--- src/rtl/dom_rnd_supplier.sv ---
// Fresh-randomness supplier for DOM-masked GF(2^2) multipliers: seeded 32-bit LFSR with warm-up.
// Optional repetition health check enabled by defining DOM_RND_HEALTH_EN.
module dom_rnd_supplier #(
  parameter int RND_W        = 4,
  parameter int WARMUP_CYC   = 16,
  parameter int REPEAT_LIMIT = 3
) (
  input  logic             ClkxCI,
  input  logic             RstxRI,
  input  logic [31:0]      SeedxDI,
  input  logic             SeedValidxSI,
  output logic             SeedReadyxSO,
  output logic [RND_W-1:0] RndxDO,
  output logic             RndValidxSO,
  input  logic             RndReadyxSI,
  output logic             ErrxSO
);

  typedef enum logic [1:0] {
    UNSEEDED,
    WARMUP,
    RUN
  } state_t;

  state_t      StatexDP, StatexDN;
  logic [31:0] LfsrxDP, LfsrxDN;
  logic [7:0]  WarmCntxDP, WarmCntxDN;

  logic        seedHs;
  logic        rndHs;
  logic        validInt;
  logic [31:0] seedVal;
  logic [31:0] lfsrAdv;

  function automatic logic [31:0] advance(input logic [31:0] s);
    logic [31:0] t;
    t = s;
    for (int i = 0; i < RND_W; i++) begin
      t = {t[30:0], t[31] ^ t[21] ^ t[1] ^ t[0]};
    end
    return t;
  endfunction

  // an all-zero state would lock the LFSR up forever
  assign seedVal = (SeedxDI == 32'h0) ? 32'h1 : SeedxDI;
  assign lfsrAdv = advance(LfsrxDP);

  assign SeedReadyxSO = (StatexDP != WARMUP);
  assign seedHs       = SeedValidxSI & SeedReadyxSO;
  assign rndHs        = validInt & RndReadyxSI;
  assign RndValidxSO  = validInt;
  assign RndxDO       = LfsrxDP[RND_W-1:0];

  always_comb begin
    StatexDN   = StatexDP;
    LfsrxDN    = LfsrxDP;
    WarmCntxDN = WarmCntxDP;
    unique case (StatexDP)
      UNSEEDED: begin
        if (seedHs) begin
          LfsrxDN    = seedVal;
          WarmCntxDN = 8'd0;
          StatexDN   = WARMUP;
        end
      end
      WARMUP: begin
        LfsrxDN = lfsrAdv;
        if (WarmCntxDP == 8'(WARMUP_CYC - 1)) begin
          WarmCntxDN = 8'd0;
          StatexDN   = RUN;
        end else begin
          WarmCntxDN = WarmCntxDP + 8'd1;
        end
      end
      RUN: begin
        // a reseed wins; a concurrent consumer handshake still takes the word
        if (seedHs) begin
          LfsrxDN    = seedVal;
          WarmCntxDN = 8'd0;
          StatexDN   = WARMUP;
        end else if (rndHs) begin
          LfsrxDN = lfsrAdv;
        end
      end
      default: begin
        StatexDN = UNSEEDED;
      end
    endcase
  end

  always_ff @(posedge ClkxCI) begin
    if (RstxRI) begin
      StatexDP   <= UNSEEDED;
      LfsrxDP    <= 32'h1;
      WarmCntxDP <= 8'd0;
    end else begin
      StatexDP   <= StatexDN;
      LfsrxDP    <= LfsrxDN;
      WarmCntxDP <= WarmCntxDN;
    end
  end

`ifdef DOM_RND_HEALTH_EN
  logic [RND_W-1:0] PrevxDP, PrevxDN;
  logic [3:0]       RepCntxDP, RepCntxDN;
  logic             ErrxDP, ErrxDN;

  assign validInt = (StatexDP == RUN) & ~ErrxDP;
  assign ErrxSO   = ErrxDP;

  // a zero count means no word has been delivered yet
  always_comb begin
    PrevxDN   = PrevxDP;
    RepCntxDN = RepCntxDP;
    ErrxDN    = ErrxDP;
    if (rndHs) begin
      PrevxDN = RndxDO;
      if ((RepCntxDP != 4'd0) && (RndxDO == PrevxDP)) begin
        RepCntxDN = (RepCntxDP == 4'hF) ? RepCntxDP : RepCntxDP + 4'd1;
      end else begin
        RepCntxDN = 4'd1;
      end
      if (RepCntxDN == 4'(REPEAT_LIMIT)) begin
        ErrxDN = 1'b1;
      end
    end
  end

  always_ff @(posedge ClkxCI) begin
    if (RstxRI) begin
      PrevxDP   <= '0;
      RepCntxDP <= 4'd0;
      ErrxDP    <= 1'b0;
    end else begin
      PrevxDP   <= PrevxDN;
      RepCntxDP <= RepCntxDN;
      ErrxDP    <= ErrxDN;
    end
  end
`else
  assign validInt = (StatexDP == RUN);
  // no health logic; the limit is always in range so the flag is constant 0
  assign ErrxSO   = (REPEAT_LIMIT > 15);
`endif

endmodule

--- config.mk ---
export PLATFORM = sky130hd
export DESIGN_NAME = dom_rnd_supplier
export DESIGN_NICKNAME = d
export VERILOG_FILES = /design/src/rtl/dom_rnd_supplier.sv
export SDC_FILE = /design/constraint.sdc
export NUM_CORES = 1
export LEC_CHECK = 0
export ABC_CLOCK_PERIOD_IN_PS = 2850
export BUFFER_PORTS_ARGS = -buffer_cell sky130_fd_sc_hd__buf_2
export CELL_PAD_IN_SITES_DETAIL_PLACEMENT = 2
export CELL_PAD_IN_SITES_GLOBAL_PLACEMENT = 2
export CORE_ASPECT_RATIO = 1.2
export CORE_MARGIN = 2
export CORE_UTILIZATION = 35
export CTS_CLUSTER_SIZE = 14
export DETAILED_ROUTE_END_ITERATION = 12
export PLACE_DENSITY_LB_ADDON = 0.1
export SETUP_SLACK_MARGIN = 0.02
export SLEW_MARGIN = 20
export SYNTH_ARGS = -nofsm -noshare
export SYNTH_HDL_FRONTEND = slang
export SYNTH_SLANG_ARGS = --single-unit
export TNS_END_PERCENT = 30
--- constraint.sdc ---
create_clock -name ClkxCI -period 2.85 [get_ports ClkxCI]
set_input_delay 0.57 -clock ClkxCI [delete_from_list [all_inputs] [get_ports ClkxCI]]
set_output_delay 0.57 -clock ClkxCI [all_outputs]
set_load 0.01 [all_outputs]
Word level (Yosys, flattened, before mapping):

Cells that the tools add are included.

* input bits: 36
* memories kept: 0
* register bits after elaboration: 42
* latch bits: 0
* output and inout port bits: 7
* logic and storage cells: 45
* RAM bits: 0
* memory bits (read-only): 0

* add/subtract/negate cells: 1
* equality and inequality tests: 8
* bitwise logic cells: 14
* reduce and logical (&&, ||, !) cells: 8
* shift operators: 0
* magnitude comparators: 0
* multiply operators: 0
* div/mod/pow operators: 0
* muxes and demuxes: 11

Operators by type and width (count)
* $mux W32: 4
* $pmux W32 S3: 1
* $logic_not A32 Y1: 1
* $mux W8: 2
* $pmux W8 S2: 1
* $xor A1 B1 Y1: 12
* $add A8 B1 Y8 const B: 1
* $eq A8 B4 Y1 const B: 1
* $mux W2: 2
* $ne A2 B1 Y1 const B: 2
* $ne A2 B2 Y1 const B: 2
* $pmux W2 S2: 1
* $reduce_and A2 Y1: 2
* $ne A3 B3 Y1 const B: 1
* $reduce_and A3 Y1: 1
* $reduce_bool A3 Y1: 1
* $and A1 B1 Y1: 2
* $eq A2 B1 Y1 const B: 1
* $eq A2 B2 Y1 const B: 1
* $logic_not A2 Y1: 1
* $reduce_bool A2 Y1: 1
* $reduce_or A2 Y1: 1

Longest topological paths before layout:

Gate-level depths: netlist of the first run.

* depth after elaboration: 9
* depth in mapped cells: 8
* gate-level depth less buffers: 7

Least setup slack after synthesis of the first run:

Ideal clock, no wire load.

* kind: register to register
* from: register StatexDP[0]
* to: register WarmCntxDP[0]
* clock period less this slack: 1.876 ns
* slack: 0.974 ns
* required time: 2.785 ns
* path buffers: 1
* cell stages (with the launch flop): 9
* library setup time: 0.065 ns
* arrival time: 1.811 ns
* path through: dfxtp_1 -> inv_1 -> ha_1 -> nor2_4 -> mux2i_2 -> a21oi_1 -> or2_0 -> clkbuf_1 -> nor2_1

* cells in the longest elaborated chain, start to end: 4
* elaborated cells on any way between the ends: 10
* classes of those cells: eq/ne: 4; mux: 1; bitwise: 1; reduce/logical: 4

Ends and longest elaborated chain
* start: declaration: line 25 `state_t StatexDP, StatexDN;`
* start signal: assignment: line 97 `StatexDP <= StatexDN;`
* $eq A2 B2 Y1 (*)
* named net RndValidxSO: line 14 `output logic RndValidxSO,`
* $reduce_or A2 Y1 (no source line) (*)
* $ne A2 B1 Y1 (no source line) or $reduce_bool A2 Y1 (tied branches)
* $reduce_and A2 Y1 (no source line)
* end signal: assignment: line 99 `WarmCntxDP <= WarmCntxDN;`
* end: declaration: line 27 `logic [7:0] WarmCntxDP, WarmCntxDN;`

Mark *: on every way through the listed nets, which the timed path passes. The rest lies on a longest branch.
A chain may end at the register's enable or synchronous reset.

Final worst setup path of the first run:

* from: register StatexDP[1]
* to: register LfsrxDP[26]

* cells in the longest elaborated chain, start to end: 4
* elaborated cells on any way between the ends: 12
* classes of those cells: eq/ne: 5; mux: 2; bitwise: 2; reduce/logical: 3

Ends and longest elaborated chain
* $ne A2 B1 Y1 or $eq A2 B2 Y1 (tied branches): line 48, 58, 141
* $and A1 B1 Y1, on equally long branches: line 49, 50
* $ne A3 B3 Y1 (no source line) (tied with other cells)
* $reduce_and A3 Y1 (no source line) or $pmux W32 S3 (tied branches)
* end signal: assignment: line 98 `LfsrxDP <= LfsrxDN;`
* end: declaration: line 26 `logic [31:0] LfsrxDP, LfsrxDN;`

Parallel ways exist; a longest one is shown, timed or not.

==> metrics.yaml, run 1 <==
r2r_setup_slack_ps: 570
status: "finished clean"
synthMuxAreaShare_pct: 1.12
multi_input_area_sq_um: 1170
grt_use_total_pct: 20.7
final.setup.tns_ps: 0
wl_per_cell_um: 18.2
dr.first_iter.drc_count: 49
worstMarginPinSlew_ps: 744
grt_overflow: 0
fmax_ghz: 0.439
fin_crit_sh_pct: 80.0
cap_violations: 0
synth_edf_count: 0
synthAdderAreaFrac_pct: 2.96
finalSetupViolCount: 0
worstPathRequired_ps: 3060
start_kind: "flip-flop"
synth-compound-area-share_pct: 18.5
die_w_um: 74.9
cts.path.max_buffers: 2
crit_path_end_kind: "flip-flop"
path_cells: "inv_1, ha_1, nor2b_1, nand2_1, a2bb2oi_2, buf_4, a221oi_1, nor3_1"
p_leak_uw: 0.000949
worstRegToRegCells: 8
rsz0062_at_grt: "false"
cts_setup_buffers: 0
place_congestion: 0.704
die_y_um: 89.1
synth_seq_cells: 42
remaining_drc_errors: 0
htreeDepth: 2
hp-class: "flip-flop to flip-flop"
reg2reg_from: "StatexDP[1]"
ir_drop_uv: 193
fin_crit_ps: 2280
mostFrequentLayoutCells: "42 x dfxtp_1, 41 x nor2_1, 41 x buf_2"
tritoncts: "yes"
slowest_stage: "dfxtp_1"
synth_top_family_by_area: "simple AND/OR/NAND/NOR gates"
cts_sinks: 42
routed_via_density: 5.75
grt_pass1_vias: 2057
drive_gt1_share_pct: 22.3
hold_slack_ps: 497
core_sq_um: 5930
antenna_left: 0
synth_xor_area_share_pct: 7.34
synthSimpleGateAreaFrac_pct: 24.5
num_vias: 2040
die_area_sq_um: 6680
synth_fp_nets: 285
antennaDiodeCount: 0
timing.rr.end: "LfsrxDP[26]"
fin_skew_ps: 4.77
drv_slew: 0
power_density_nw_per_um2: 599
syn_area_per_cell_sq_um: 8.66
cts_resized: 0
n_fill_cell: 705
cp.arrival_ps: 2490
whs_endpoint: "LfsrxDP[29]"
synthDistinctLibCells: 38
cp_num_buf_inv: 2
ys_warn_count: 0
final_nets: 314
ys_seq_area_share_pct: 39.8
hold_start: "LfsrxDP[29]"
firstDrtPassIters: 4
insertion_delay_ps: 290
layout_commonest_cell: "dfxtp_1"
grt_max_degree: 38
grt_pass1_wl_mm: 10.4
synth_area_sq_um: 2110
cts-buffers-inserted: 5
start_util_pct: 35.6
antenna_found_initial: 0
cp_top_family: "simple AND/OR/NAND/NOR gates"
slew_headroom_pct: 50.4
seq_area_sq_um: 841
async_flop_share_pct: 0
root_buffer: "clkbuf_8"
row_count: 31
crit_fanout: 31
place_hpwl_mm: 4.58
critPathKind: "flip-flop to flip-flop"
hold_buffers: 0
io_pins: 43
io_buffer_count: 41
cpPeakStageDelay_ps: 380
whs_path_depth: 2
drt_wl_total_mm: 6.46
synth_ff_type: "dfxtp_1"
hold_violations: 0
syn_inst: 244
area_growth_pct: 15.0
path_clk_slew_ps: 80
## cells by family after synthesis
family | count (synthesis)
other | 1
flip-flops | 42
multiplexers | 2
XOR/XNOR | 14
AND/OR/NAND/NOR | 105
buffers and inverters | 26
AO/OA/AOI/OAI | 49
adder cells (fa/ha/maj) | 5
## power breakdown
part           internal (uW)  switching, uW  total [uW]
clock                    165            207         372
combinational            166            219         385
sequential               649           49.0         698
## worst max path at each step
stage,slack [ps],depth (start not counted),start,to
6_report,570,8,StatexDP[1],LfsrxDP[26]
5_1_grt,370,8,StatexDP[1],LfsrxDP[15]
4_1_cts,530,8,StatexDP[1],LfsrxDP[15]
3_5_place_dp,280,7,SeedxDI[17],LfsrxDP[9]
3_3_place_gp,360,7,SeedxDI[17],LfsrxDP[9]
2_1_floorplan,970,8,StatexDP[0],WarmCntxDP[0]
## synthesized netlist by cell type, types with 2 or more instances
library cell | n | area (sq um)
clkbuf_1 | 13 | 48.8
nand2_1 | 5 | 18.8
o21ai_0 | 4 | 20.0
nor3b_1 | 2 | 15.0
a21o_1 | 2 | 15.0
nor3_1 | 34 | 170
buf_4 | 5 | 37.5
ha_1 | 5 | 62.6
xnor2_1 | 8 | 70.1
xor2_1 | 4 | 35.0
a21oi_1 | 7 | 35.0
nor2_1 | 41 | 154
nand4_1 | 3 | 18.8
dfxtp_1 | 42 | 841
a221oi_1 | 31 | 272
nand3_1 | 2 | 10.0
buf_2 | 3 | 15.0
nor4_1 | 10 | 62.6
inv_1 | 4 | 15.0
## sequential cells by signal, indices dropped and copies added (netlist names)
| name | cells |
|---|---|
| StatexDP | 2 |
| LfsrxDP | 32 |
| WarmCntxDP | 8 |
## tightest hold or removal path, cell delays in order, from the launching register on
cell and delay, ps:
dfxtp_1 320, nor2_1 90, nor3_1 50
## routing by layer
metal / vias to the layer above / routed length, um / GRT usage (%)
met5: - / 0 / 0
met2: 36 / 3230 / 34.9
met4: 0 / 199 / 9.09
li1: 960 / - / -
met1: 1033 / 2830 / 25.1
met3: 11 / 207 / 4.17
## metrics by stage
stage                     total power (uW)  instances  area [sq um]  utilization (%)  setup slack (ps)
after floorplan                        985        244          2110                -               974
after global placement                1090        348          2350             39.6               359
after detailed placement              1100        348          2350             39.6               279
after CTS                             1480        355          2430             41.0               531
after global routing                  1550        355          2430             41.0               368
final                                 1460        355          2430             41.0               570
## area by class of cell
cell class | instances | share of cell area (%)
clock inverters | 2 | 0.412
well taps | 82 | 4.22
flip-flops and latches | 42 | 34.6
inverters | 4 | 0.618
multi-input cells | 176 | 48.0
repair buffers | 44 | 9.37
clock buffers | 5 | 2.83
(Power assumes the default switching activity.)
==> run 2, diff against run 1 <==
ABC_CLOCK_PERIOD_IN_PS = 2300   (was 2850)
CORE_UTILIZATION = 32   (was 35)
clock period = 2.3 ns   (was 2.85 ns; I/O delays follow)
==> run 2 against run 1 <==
Combinational power grew 37%. Register-to-register slack lost 300 ps. Wire length grew 6.3%. Sequential cell count unchanged. Clock skew rose by 3.2 ps. Die area grew 8.9%. Sequential share of layout area down 2.4 points. Critical path depth shrank 1. Global-route usage decreased by 0.73 points. Largest power group unchanged. Final area up 7.6%.
==> metrics.yaml, run 2 (synthesized netlist as in run 1, its figures left out) <==
critPathKind: "flip-flop to flip-flop"
place_hpwl_mm: 4.98  # +8.8%
r2r_setup_slack_ps: 270  # -300 ps
die_y_um: 93.0  # +4.4%
hold_violations: 0  # unchanged
routed_via_density: 5.53  # -3.7%
crit_path_end_kind: "flip-flop"
antenna_left: 0  # unchanged
cts_sinks: 42  # unchanged
row_count: 32  # +3.2%
top_register: "LfsrxDP"
cts-buffers-inserted: 5  # unchanged
mostFrequentLayoutCells: "42 x dfxtp_1, 41 x nor2_1, 41 x buf_2"
whs_endpoint: "StatexDP[1]"
hp-class: "input pin to flip-flop"
worstRegToRegCells: 7  # -1
area_growth_pct: 23.8
start_util_pct: 33.0  # -2.6 points
final.setup.tns_ps: 0  # unchanged
drt_wl_total_mm: 6.87  # +6.3%
reg2reg_from: "StatexDP[0]"
grt_pass1_vias: 2201  # +7.0%
p_leak_uw: 0.00105  # +10%
dr.first_iter.drc_count: 47  # -4.1%
antenna_found_initial: 0  # unchanged
reg.largest.list: "LfsrxDP (32), WarmCntxDP (8), StatexDP (2)"
drive_gt1_share_pct: 26.0  # +3.6 points
cap_violations: 0  # unchanged
grt_overflow: 0  # unchanged
die_w_um: 78.2  # +4.3%
power_density_nw_per_um2: 810  # +35%
tritoncts: "yes"
io_buffer_count: 41  # unchanged
finalSetupViolCount: 0  # unchanged
htreeDepth: 2  # unchanged
grt_pass1_wl_mm: 11.2  # +8.2%
start_kind: "flip-flop"
antennaDiodeCount: 0  # unchanged
grt_max_degree: 33  # -13%
cp.arrival_ps: 2280  # -210 ps
remaining_drc_errors: 0  # unchanged
root_buffer: "clkbuf_8"
io_pins: 43  # unchanged
rsz0062_at_grt: "false"
final_nets: 325  # +3.5%
path_clk_slew_ps: 90  # about the same
ir_drop_uv: 317  # +64%
firstDrtPassIters: 4  # unchanged
num_vias: 2047  # +0.34%
largest_reg_flops: 32  # unchanged
core_sq_um: 6410  # +7.9%
place_congestion: 0.719  # +2.1%
fin_skew_ps: 7.99  # +3.21 ps
fin_crit_sh_pct: 88.3  # +8.3 points
insertion_delay_ps: 310  # +20 ps
status: "finished clean"
cts.path.max_buffers: 2  # unchanged
fmax_ghz: 0.492  # +12%
crit_fanout: 8  # -74%
fin_util_pct: 40.8  # -0.13 points
layout_commonest_cell: "dfxtp_1"
worstPathRequired_ps: 2550  # -510 ps
die_area_sq_um: 7270  # +8.9%
fin_crit_ps: 2030  # -249 ps
hold_start: "RstxRI"
drv_slew: 0  # unchanged
wl_per_cell_um: 18.6  # +2.0%
whs_path_depth: 2  # unchanged
grt_use_total_pct: 19.9  # -0.73 points
timing.rr.end: "WarmCntxDP[3]"
power_uw: 2120  # +46%
==> run 2: power by group <==
part	total [uW]	internal [uW]	switching, uW
Sequential	866	804	61.9
Combinational	527	238	289
Clock	725	435	290
Total	2120	1480	641
==> run 2: how the worst max path moves through the flow <==
stage | start | end | slack [ps] | cells past startpoint
6_report | StatexDP[0] | WarmCntxDP[3] | 270 | 7
5_1_grt | StatexDP[0] | WarmCntxDP[4] | 30 | 7
4_1_cts | StatexDP[1] | LfsrxDP[21] | 170 | 8
3_5_place_dp | SeedxDI[17] | LfsrxDP[9] | 10 | 7
3_3_place_gp | SeedxDI[17] | LfsrxDP[9] | -2 | 7
2_1_floorplan | StatexDP[0] | WarmCntxDP[0] | 420 | 8
==> run 2: metal layers <==
metal / track usage [%] / share of wire [%]
met5: 0 / 0
met2: 37.2 / 52
met1: 23.0 / 43
met4: 5.99 / 1.5
met3: 3.47 / 2.8
==> run 2: cell type report <==
type	count	area (sq um)
clock buffer	5	68.8
clock inverter	3	68.8
fill	732	3790
inverter	4	15.0
multi-input combinational	176	1170
sequential	42	841
tap	85	106
timing repair buffer	55	348
==> run 2: critical path, stage by stage (launching register included) <==
cell,delay (ps)
dfxtp_1,370
inv_1,90
ha_1,320
nor2_4,220
mux2i_2,390
a21oi_1,60
or2_0,350
nor2_1,160
==> run 2: metrics by stage <==
stage | std cells | hold slack, ps | area [sq um] | worst slack (ps)
floorplan | 244 | 468 | 2110 | 424
detailed placement | 362 | 487 | 2480 | 10.3
finish | 370 | 439 | 2620 | 269
global route | 370 | 450 | 2620 | 34.1
CTS | 370 | 438 | 2610 | 173
global placement | 362 | 479 | 2480 | -2.23
==> run 2: repair_timing <==
action / in CTS / in global routing
hold buffers: 0 / 0
resized for setup: 0 / 1
setup buffers: 0 / 0
setup endpoints to repair: 0 / 2
==> run 3, diff against run 2 <==
CORE_MARGIN = 4   (was 2)
GPL_TIMING_DRIVEN = 0   (was unset)
PLACE_DENSITY = 0.74   (was unset)
PLACE_DENSITY_LB_ADDON = unset   (was 0.1)
==> run 3 against run 2 <==
Non-clock buffer count increased by 8. Sequential share of layout area grew 0.53 points. Register-to-register slack worse by 190 ps. Count of clock-buffer cells in the layout unchanged. Setup slack got worse by 190 ps. Global-route usage is 1.0 points lower. Critical path depth stayed put. Core utilization fell by 0.66 points. Sequential cell count unchanged. Worst hold slack gained 60 ps. Via count increased by 1.7%. Final cell count grew 2.2%. Largest cell class unchanged. Highest routed layer unchanged.
==> metrics.yaml, run 3 (synthesized netlist as in run 1, its figures left out) <==
grt_pass1_wl_mm: 11.6  # +3.5%
antennaDiodeCount: 0  # unchanged
cts-buffers-inserted: 5  # unchanged
crit_path_start: "StatexDP[0]"
hp-class: "flip-flop to flip-flop"
htreeDepth: 2  # unchanged
ir_drop_uv: 307  # -2.9%
grt_overflow: 0  # unchanged
firstDrtPassIters: 4  # unchanged
fin_util_pct: 40.2  # -0.66 points
routed_via_density: 5.51  # -0.44%
io_pins: 43  # unchanged
drv_slew: 0  # unchanged
n_fill_cell: 751  # +2.6%
num_vias: 2082  # +1.7%
area_growth_pct: 21.8
hold_start: "LfsrxDP[13]"
crit_fanout: 10  # +2
io_buffer_count: 40  # -2.4%
crit_path_end_kind: "flip-flop"
remaining_drc_errors: 0  # unchanged
p_leak_uw: 0.00100  # -4.0%
cts_sinks: 42  # unchanged
finalSetupViolCount: 0  # unchanged
row_count: 32  # unchanged
dr.first_iter.drc_count: 102  # +120%
start_kind: "flip-flop"
final_nets: 333  # +2.5%
layout_commonest_cell: "buf_2"
power_uw: 2000  # -5.6%
final_cell_area_sq_um: 2570  # -1.6%
root_buffer: "clkbuf_8"
die_w_um: 82.2  # +5.1%
rsz0062_at_grt: "true"
mostFrequentLayoutCells: "43 x buf_2, 42 x dfxtp_1, 41 x nor2_1"
path_clk_slew_ps: 90  # about the same
antenna_left: 0  # unchanged
core_sq_um: 6410  # unchanged
cp.arrival_ps: 2440  # +160 ps
grt_use_total_pct: 18.9  # -1.0 points
fin_skew_ps: 2.05  # -5.93 ps
critPathKind: "flip-flop to flip-flop"
drt_wl_total_mm: 7.19  # +4.6%
tritoncts: "yes"
multi_input_area_sq_um: 1180  # +0.96%
hold_violations: 0  # unchanged
place_congestion: 0.727  # +1.2%
die_y_um: 97.0  # +4.3%
die_area_sq_um: 7970  # +9.6%
worstPathRequired_ps: 2520  # -30 ps
final.setup.tns_ps: 0  # unchanged
largest_reg_flops: 32  # unchanged
grt_pass1_vias: 2260  # +2.7%
wl_per_cell_um: 19.0  # +2.4%
status: "finished clean"
reg.largest.list: "LfsrxDP (32), WarmCntxDP (8), StatexDP (2)"
top_register: "LfsrxDP"
slew_headroom_pct: 62.8
power_density_nw_per_um2: 777  # -4.1%
cap_violations: 0  # unchanged
fmax_ghz: 0.451  # -8.5%
fin_crit_sh_pct: 96.5  # +8.2 points
antenna_found_initial: 0  # unchanged
drive_gt1_share_pct: 24.6  # -1.4 points
start_util_pct: 33.0  # unchanged
seq_area_sq_um: 841  # unchanged
fin_crit_ps: 2220  # +188 ps
grt_max_degree: 15  # -55%
cts.path.max_buffers: 2  # unchanged
worstMarginPinSlew_ps: 559
place_area_sq_um: 2420  # -2.3%
place_hpwl_mm: 5.24  # +5.3%
reg2reg_from: "StatexDP[0]"
insertion_delay_ps: 300  # about the same
-- run 3: cell count changes in the layout (fill, tap and decap cells not counted), moves of 2 or more --
cell / before / now
buf_1: 0 / 2
buf_12: 3 / 0
buf_2: 41 / 43
buf_4: 11 / 6
clkbuf_1: 0 / 8
clkbuf_2: 0 / 4
clkinvlp_4: 0 / 2
-- run 3: report_power, final --
group	internal, uW	switching, uW
Clock	323	291
Combinational	228	291
Sequential	804	61.8
-- run 3: through the flow --
step	hold WS (ps)	cells	worst slack (ps)
2_1_floorplan	468	244	424
3_3_place_gp	480	369	-1.73
3_5_place_dp	485	369	-25.6
4_1_cts	502	377	25.3
5_1_grt	514	378	-71.5
6_report	499	378	81.5
-- run 3: area by class of cell --
| cell class | instances | area share, % |
|---|---|---|
| plain buffers | 22 | 4.28 |
| clock buffers | 5 | 2.67 |
| clock inverters | 3 | 1.75 |
| inverters | 4 | 0.583 |
| multi-input cells | 176 | 45.8 |
| flip-flops and latches | 42 | 32.7 |
| well taps | 85 | 4.13 |
| repair buffers | 41 | 8.07 |
-- run 3: layer usage --
layer / wire length (um) / vias to the layer above / track usage, %
li1: - / 1002 / -
met1: 3000 / 1029 / 23.2
met2: 3820 / 42 / 32.0
met3: 246 / 9 / 4.00
met4: 124 / 0 / 6.01
met5: 0 / - / 0
-- run 3: final timing paths --
path / end / slack [ps] / cells past startpoint
max: LfsrxDP[24] / 80 / 7
min: LfsrxDP[13] / 500 / 2
max reg2reg: LfsrxDP[24] / 80 / 7
min reg2reg: LfsrxDP[13] / 500 / 2
-- run 3: worst max-delay path, cell delays in order (launching register included) --
cell and delay [ps]:
dfxtp_1 340, inv_1 120, ha_1 380, nand2b_1 120
a21boi_2 330, buf_1 440, a221oi_1 190, nor3_1 220
-- run 3: repair_timing --
item | 4_1_cts | 5_1_grt
pin swaps | 0 | 0
setup buffers | 0 | 1
gates resized for setup | 4 | 10
hold buffers | 0 | 0
setup endpoints to repair | 19 | 37
